<file path="config.mk">
export PLATFORM = sky130hd
export DESIGN_NAME = mands_arb
export DESIGN_NICKNAME = d
export VERILOG_FILES = /design/src/rtl/mands_arb.sv
export SDC_FILE = /design/constraint.sdc
export NUM_CORES = 1
export LEC_CHECK = 0
export ABC_AREA = 0
export BUFFER_PORTS_ARGS = -buffer_cell sky130_fd_sc_hd__clkbuf_2
export CAP_MARGIN = 30
export CORE_MARGIN = 2
export CORE_UTILIZATION = 43
export DETAILED_ROUTE_END_ITERATION = 6
export PLACE_DENSITY_LB_ADDON = 0.05
export RECOVER_POWER = 100
export SETUP_SLACK_MARGIN = 0.2
export SLEW_MARGIN = 15
export SYNTH_ARGS = -nofsm -noshare
export SYNTH_HDL_FRONTEND = slang
export SYNTH_SLANG_ARGS = --single-unit
</file>
<file path="constraint.sdc">
create_clock -name clk -period 1.5 [get_ports clk]
set_input_delay 0 -clock clk [delete_from_list [all_inputs] [get_ports clk]]
set_output_delay 0 -clock clk [all_outputs]
set_load 0.02 [all_outputs]
</file>
<file path="src/rtl/mands_arb.sv">
// rtl/mands_arb.sv - round-robin two-requester burst arbiter feeding a max-and-sum unit
// Optional STREAM watchdog enabled by defining MANDS_ARB_TIMEOUT_EN.
module mands_arb #(
    parameter int SETTLE_CYCLES  = 1,
    parameter int TIMEOUT_CYCLES = 16
) (
    input  logic        clk,
    input  logic        resetb,
    input  logic        req0,
    input  logic        req1,
    input  logic [3:0]  len0,
    input  logic [3:0]  len1,
    input  logic [7:0]  din0,
    input  logic [7:0]  din1,
    input  logic        dvalid0,
    input  logic        dvalid1,
    output logic        dready0,
    output logic        dready1,
    output logic        gnt0,
    output logic        gnt1,
    output logic        m_start,
    output logic        m_valid,
    output logic [7:0]  m_data,
    input  logic [7:0]  m_max,
    input  logic [11:0] m_sum,
    output logic [7:0]  res_max,
    output logic [11:0] res_sum,
    output logic        res_id,
    output logic        res_done,
    output logic        res_err,
    output logic        busy
);
    typedef enum logic [2:0] {S_IDLE, S_START, S_STREAM, S_SETTLE, S_DONE} state_t;

    state_t      r_state, w_next;
    logic        r_id, r_ptr;
    logic [3:0]  r_target, r_count;
    logic [2:0]  r_settle;
    logic        r_m_valid;
    logic [7:0]  r_m_data;
    logic [7:0]  r_res_max;
    logic [11:0] r_res_sum;
    logic        r_res_id, r_res_done;
    logic        w_elig0, w_elig1, w_pick, w_accept, w_last, w_settled, w_timeout, w_capture;

    assign w_elig0   = req0 & (len0 != 4'd0);
    assign w_elig1   = req1 & (len1 != 4'd0);
    // r_ptr names the requester that wins the next tie
    assign w_pick    = (w_elig0 & w_elig1) ? r_ptr : w_elig1;
    assign w_accept  = (r_state == S_STREAM) & (r_id ? dvalid1 : dvalid0);
    assign w_last    = w_accept & ((r_count + 4'd1) == r_target);
    assign w_settled = (r_state == S_SETTLE) & (r_settle == 3'(SETTLE_CYCLES));
    assign w_capture = w_settled | w_timeout;

`ifdef MANDS_ARB_TIMEOUT_EN
    localparam int TW = $clog2(TIMEOUT_CYCLES + 1);
    logic [TW-1:0] r_idle;
    logic          r_res_err;

    assign w_timeout = (r_state == S_STREAM) & ~w_accept & (r_idle == TW'(TIMEOUT_CYCLES - 1));
    assign res_err   = r_res_err;

    always_ff @(posedge clk or posedge resetb) begin
        if (resetb) begin
            r_idle    <= '0;
            r_res_err <= 1'b0;
        end else begin
            if (r_state != S_STREAM || w_accept)
                r_idle <= '0;
            else
                r_idle <= r_idle + 1'b1;
            if (w_capture)
                r_res_err <= w_timeout;
        end
    end
`else
    assign w_timeout = 1'b0;
    assign res_err   = 1'b0;
`endif

    always_ff @(posedge clk or posedge resetb) begin
        if (resetb)
            r_state <= S_IDLE;
        else
            r_state <= w_next;
    end

    always_comb begin
        w_next = r_state;
        case (r_state)
            S_IDLE:   if (w_elig0 | w_elig1) w_next = S_START;
            S_START:  w_next = S_STREAM;
            S_STREAM: begin
                if (w_last)
                    w_next = S_SETTLE;
                else if (w_timeout)
                    w_next = S_DONE;
            end
            S_SETTLE: if (w_settled) w_next = S_DONE;
            S_DONE:   w_next = S_IDLE;
            default:  w_next = S_IDLE;
        endcase
    end

    always_ff @(posedge clk or posedge resetb) begin
        if (resetb) begin
            r_id       <= 1'b0;
            r_ptr      <= 1'b0;
            r_target   <= 4'd0;
            r_count    <= 4'd0;
            r_settle   <= 3'd0;
            r_m_valid  <= 1'b0;
            r_m_data   <= 8'd0;
            r_res_max  <= 8'd0;
            r_res_sum  <= 12'd0;
            r_res_id   <= 1'b0;
            r_res_done <= 1'b0;
        end else begin
            if (r_state == S_IDLE && (w_elig0 | w_elig1))
                r_id <= w_pick;
            if (r_state == S_START) begin
                r_target <= r_id ? len1 : len0;
                r_count  <= 4'd0;
            end else if (w_accept) begin
                r_count <= r_count + 4'd1;
            end
            r_m_valid <= w_accept;
            if (w_accept)
                r_m_data <= r_id ? din1 : din0;
            // SETTLE's first cycle carries the last m_valid, so the wait starts there
            if (r_state == S_SETTLE)
                r_settle <= r_settle + 3'd1;
            else
                r_settle <= 3'd0;
            r_res_done <= w_capture;
            if (w_capture) begin
                r_res_max <= m_max;
                r_res_sum <= m_sum;
                r_res_id  <= r_id;
            end
            if (r_state == S_DONE)
                r_ptr <= ~r_id;
        end
    end

    assign busy     = (r_state != S_IDLE);
    assign gnt0     = busy & ~r_id;
    assign gnt1     = busy & r_id;
    assign m_start  = (r_state == S_START);
    assign dready0  = (r_state == S_STREAM) & ~r_id;
    assign dready1  = (r_state == S_STREAM) & r_id;
    assign m_valid  = r_m_valid;
    assign m_data   = r_m_data;
    assign res_max  = r_res_max;
    assign res_sum  = r_res_sum;
    assign res_id   = r_res_id;
    assign res_done = r_res_done;
endmodule

</file>
# ---- Yosys cells after proc, flatten, opt, wreduce, memory -nomap -nowiden
# Index checks and enable logic that the tools add are counted.
dict set report totals {
  ff_bits 47
  output_inout_bits 38
}
dict set report classes {
  n_addsub 2
  n_eq_ne 9
  mux 11
  bitwise_logic 12
  reduce_logical 7
}
# operator n
set op_table {}
lappend op_table {{$mux 3} 4}
lappend op_table {{$mux 4} 3}
lappend op_table {{$pmux 3 s4} 1}
lappend op_table {{$and 1x1->1} 10}
lappend op_table {{$mux 8} 1}
lappend op_table {{$reduce_bool 4->1} 2}
lappend op_table {{$eq 3x1->1 const B} 2}
lappend op_table {{$eq 3x2->1 const B} 2}
lappend op_table {{$ne 2x2->1 const B} 3}
lappend op_table {{$add 4x1->4 const B} 1}
lappend op_table {{$eq 4x4->1} 1}
lappend op_table {{$add 3x1->3 const B} 1}
lappend op_table {{$eq 3x3->1 const B} 1}
lappend op_table {{$logic_not 3->1} 1}
lappend op_table {{$reduce_and 3->1} 1}
lappend op_table {{$reduce_bool 3->1} 1}
lappend op_table {{$mux 1} 2}
lappend op_table {{$reduce_bool 2->1} 1}
lappend op_table {{$logic_and 1x1->1} 1}
lappend op_table {{$not 1->1} 1}
lappend op_table {{$or 1x1->1} 1}

# ---- Depth between registers and ports, before layout
dict set report logic_depth {
  word_depth 5
  ltp_mapped 6
}

# ---- Worst setup path before layout
# Ideal clock, no wire load.
dict set report synth_timing {
  kind {register to register}
  startpoint {register r_state[2]}
  endpoint {register r_count[2]}
  setup_time_ns 0.079
  arrival_time_ns 1.447
  required_ns 1.421
  path_slack_ns -0.026
  path_stages_with_launch 5
  path_buffers 0
  path_cell_list {dfrtp_1 -> or3b_4 -> nor2_8 -> mux2_1 -> mux2i_1}
}
dict set report synth_between {
  elab_chain_cells 3
  elab_cells_between_ends 5
}
# item line_no
set synth_lines {}
lappend synth_lines {{from (decl)} 35} ;# state_t r_state, w_next;
lappend synth_lines {{from (signal assigned)} 85} ;# r_state <= w_next;
lappend synth_lines {{$eq 3x2->1} 50} ;# assign w_accept = (r_state == S_STREAM) & (r_id ? dvalid1 : dvalid0);
lappend synth_lines {{$and 1x1->1} 50}
lappend synth_lines {{$reduce_bool 2->1 (no line)} -}
lappend synth_lines {{to (signal assigned)} 125} ;# r_count <= r_count + 4'd1;
lappend synth_lines {{to (decl)} 37} ;# logic [3:0] r_target, r_count;
# Several ways; a longest one is shown, not always the timed one.
# A chain may end at the register's enable or synchronous reset.

# ---- Worst setup path in the final report
dict set report layout_timing {
  startpoint {register r_state[0]}
  endpoint {register r_count[2]}
}
# The elaborated chain is that of the path after synthesis.

==> impl_metrics.env <==
export IMPL_core_area_mm2=0.00475
export IMPL_fin_tns_setup_ns=0
export IMPL_ys_async_sr_fraction_pct=100
export IMPL_yosysMostFrequentCell="dfrtp_1"
export IMPL_drt_pass1_iter_count=4
export IMPL_finalCritPeriodShare_pct=98.2
export IMPL_num_antenna_cells=0
export IMPL_pwr_share_clk_pct=11.5
export IMPL_syn_area_mm2=0.00213
export IMPL_die_w_um=74.4
export IMPL_reg2reg_from="r_state[0]"
export IMPL_rsz0062_at_grt="true"
export IMPL_finalHoldViolCount=0
export IMPL_antenna_found_initial=0
export IMPL_die_h_um=74.4
export IMPL_pwr_share_seq_pct=34.2
export IMPL_r2r_cells=4
export IMPL_synth_top_flop_cell="dfrtp_1"
export IMPL_clk_latency_ns=0.29
export IMPL_relSlewSlack_pct=35.9
export IMPL_p_int_uw=3800
export IMPL_cts_buffer_depth=2
export IMPL_synth_top_area_share_pct=55.3
export IMPL_ant_nets=0
export IMPL_max_freq_ghz=0.679
export IMPL_pre_cts_slack_ns=0.0488
export IMPL_maxCapViolations=0
export IMPL_p_switching_uw=2680
export IMPL_cts_tree="done"
export IMPL_r2r_end="r_count[2]"
export IMPL_ys_warn_count=0
export IMPL_grt_pass1_vias=1667
export IMPL_arrival_ns=1.69
export IMPL_slowest_stage="or3b_4"
export IMPL_cp_top_family="simple AND/OR/NAND/NOR gates"
export IMPL_path_class="reg -> reg"
export IMPL_p_per_area_mw_per_mm2=2040
export IMPL_finalSetupViolCount=0
export IMPL_cts_max_level=2
export IMPL_area_growth_pct=49.7
export IMPL_route_detailed_drc=0
export IMPL_fin_hold_ws_ns=0.00550
export IMPL_cts_sinks=47
export IMPL_dieArea_mm2=0.00553
export IMPL_avgSynthCellArea_um2=12.4
export IMPL_synthCells=172
export IMPL_synth_edf_count=0
export IMPL_cts_root_buffer="clkbuf_8"
export IMPL_num_vias=1710
export IMPL_vias_per_cell=4.66
export IMPL_place_congestion=0.736
export IMPL_overflow=0
export IMPL_grt_start_max_net_pins=25
export IMPL_wl_per_cell_um=12.7
export IMPL_finalMaxSlewViolations=0
export IMPL_nets=352
export IMPL_initial_core_util_pct=44.8
export IMPL_fillerInstances=394
export IMPL_startpoint_type="flip-flop"
export IMPL_cp_max_fo=6
export IMPL_startpoint="r_state[0]"
export IMPL_layout_setup_ws_ns=0.0268
export IMPL_path_clk_slew_ns=0.09
export IMPL_hold_path_class="in -> reg"
export IMPL_p_leak_uw=0.00146
export IMPL_reg2reg_setup_slack_ns=0.03
export IMPL_worstPathRequired_ns=1.72
export IMPL_wirelength_um=4650
export IMPL_num_io_pins=88
export IMPL_pwr_share_comb_pct=54.3
export IMPL_grtUsageTotal_pct=17.3
export IMPL_path_cells="or3b_4 -> nor2_8 -> mux2_4 -> mux2i_1"
export IMPL_synthTopCellsByArea="dfrtp_1 (55%), mux2_2 (11%), mux2i_1 (6.6%), nor2_1 (3.9%), a21oi_2 (2.9%)"
export IMPL_hpwl_um=3150
export IMPL_cp_depth=4
export IMPL_power_switching_share_pct=41.3
export IMPL_timing_final_crit_period_ns=1.47
export IMPL_crit_buf_inv=0
export IMPL_yosysUniqueCellTypes=35
export IMPL_status="completed"
export IMPL_cp_end_kind="flip-flop"
export IMPL_cp_endpoint="r_count[2]"
export IMPL_cpPeakStageDelay_ns=0.44
export IMPL_drtIter0Drc=35
export IMPL_grt_pass1_wl_um=7260
export IMPL_yosys_area_top_type="dfrtp_1"
export IMPL_layout_drive_gt1_share_pct=45.3
export IMPL_std_cell_rows=25
export IMPL_skew_ns=0.00493
export IMPL_port_buffers=86
export IMPL_worst_slew_pin_slew_ns=0.961
export IMPL_ys_top_cells_by_count="dfrtp_1 (47), nor2_1 (22), mux2_2 (20)"
export IMPL_ys_seq_elements=47
export IMPL_ir_drop_uv=995
export IMPL_syn_num_nets=225
export IMPL_ys_seq_area_share_pct=55.3
export IMPL_numCtsBuffers=5
==> worst min-delay path by stage <==
| stage | startpoint | end | slack [ns] | cells past startpoint |
|---|---|---|---|---|
| floorplan | m_sum[0] | res_sum[0] | 0.13 | 1 |
| CTS | req1 | r_id | 0.00006 | 3 |
| global route | din0[0] | m_data[0] | 0.006 | 3 |
| finish | req1 | r_id | 0.005 | 3 |
| global placement | resetb | res_max[0] | 0.06 | 2 |
| detailed placement | resetb | res_max[0] | 0.06 | 2 |
==> state kept, by name, indices dropped and copies added, names as in the netlist <==
| register | count |
|---|---|
| r_target | 4 |
| res_sum | 12 |
| r_count | 4 |
| r_id | 1 |
| m_valid | 1 |
| res_max | 8 |
| m_data | 8 |
| res_done | 1 |
| r_settle | 3 |
| res_id | 1 |
| r_ptr | 1 |
| r_state | 3 |
==> cell type report <==
type,instances,area (um2),area share [%]
inverters,4,15.0,0.471
repair buffers,128,822,25.8
multi-input cells,113,1000,31.4
flip-flops and latches,47,1180,36.9
well taps,67,83.8,2.63
clock buffers,5,68.8,2.16
clock inverters,3,20.0,0.628
==> per-layer routing <==
| metal | track usage (%) | up-vias | routed length (um) | part of all wire (%) |
|---|---|---|---|---|
| met4 | 4.17 | 0 | 44 | 0.95 |
| met1 | 21.5 | 819 | 2000 | 43 |
| met2 | 30.5 | 44 | 2420 | 52 |
| li1 | - | 842 | - | - |
| met3 | 4.20 | 5 | 183 | 3.9 |
| met5 | 0 | - | 0 | 0 |
==> what timing repair did <==
action | in CTS | in global routing
pin swaps | 0 | 6
setup endpoints to repair | 41 | 44
buffers inserted | 2 | 2
hold endpoints to repair | 43 | 0
hold buffers | 21 | 0
resized for setup | 18 | 16
gates cloned | 0 | 0
==> power groups by stage <==
stage          combinational, uW  clock, uW  sequential (uW)
3_5_place_dp                3240          0             2220
6_report                    3520        748             2210
2_1_floorplan               1760          0             2710
4_1_cts                     3460        784             2210
5_1_grt                     3820        825             2300
3_3_place_gp                3210          0             2210
==> stage by stage <==
| step | util [%] | instance area (um2) | instances | power (uW) |
|---|---|---|---|---|
| after floorplan | - | 2180 | 172 | 4470 |
| after global placement | 58.3 | 2770 | 334 | 5420 |
| after detailed placement | 58.3 | 2770 | 334 | 5460 |
| after CTS | 66.2 | 3150 | 365 | 6450 |
| after global routing | 67.0 | 3190 | 367 | 6940 |
| final | 67.0 | 3190 | 367 | 6480 |
==> cells in the final DEF (no fill, tap or decap), types with 2 or more instances in the layout <==
cell / count
a21oi_1: 6
a21oi_2: 8
buf_12: 2
buf_4: 14
buf_6: 6
clkbuf_1: 32
clkbuf_2: 50
clkbuf_4: 2
clkbuf_8: 6
clkinvlp_4: 2
dfrtp_1: 47
dlygate4sd3_1: 21
inv_1: 3
mux2_2: 16
mux2_4: 6
mux2i_1: 13
nand2_1: 4
nand2b_1: 2
nand3_1: 2
nor2_1: 12
nor2_2: 8
nor2_4: 3
o21ai_1: 2
o41ai_1: 2
xnor2_1: 6
==> worst reg2reg max path, stage by stage (launching register included) <==
cell	delay, ns
dfrtp_1	0.39
or3b_4	0.44
nor2_8	0.14
mux2_4	0.30
mux2i_1	0.12
==> logic make-up after synthesis <==
group,count (synthesis),synth area share [%]
DFF,47,55.3
and+or+nand+nor,41,9.70
muxes,37,18.9
AOI/OAI and AO/OA,23,7.41
buffers and inverters,12,3.47
xor gates and xnor gates,8,3.29
adders and majority gates,3,1.76
other,1,0.176
Note: power is estimated with default switching activity, not from simulation.
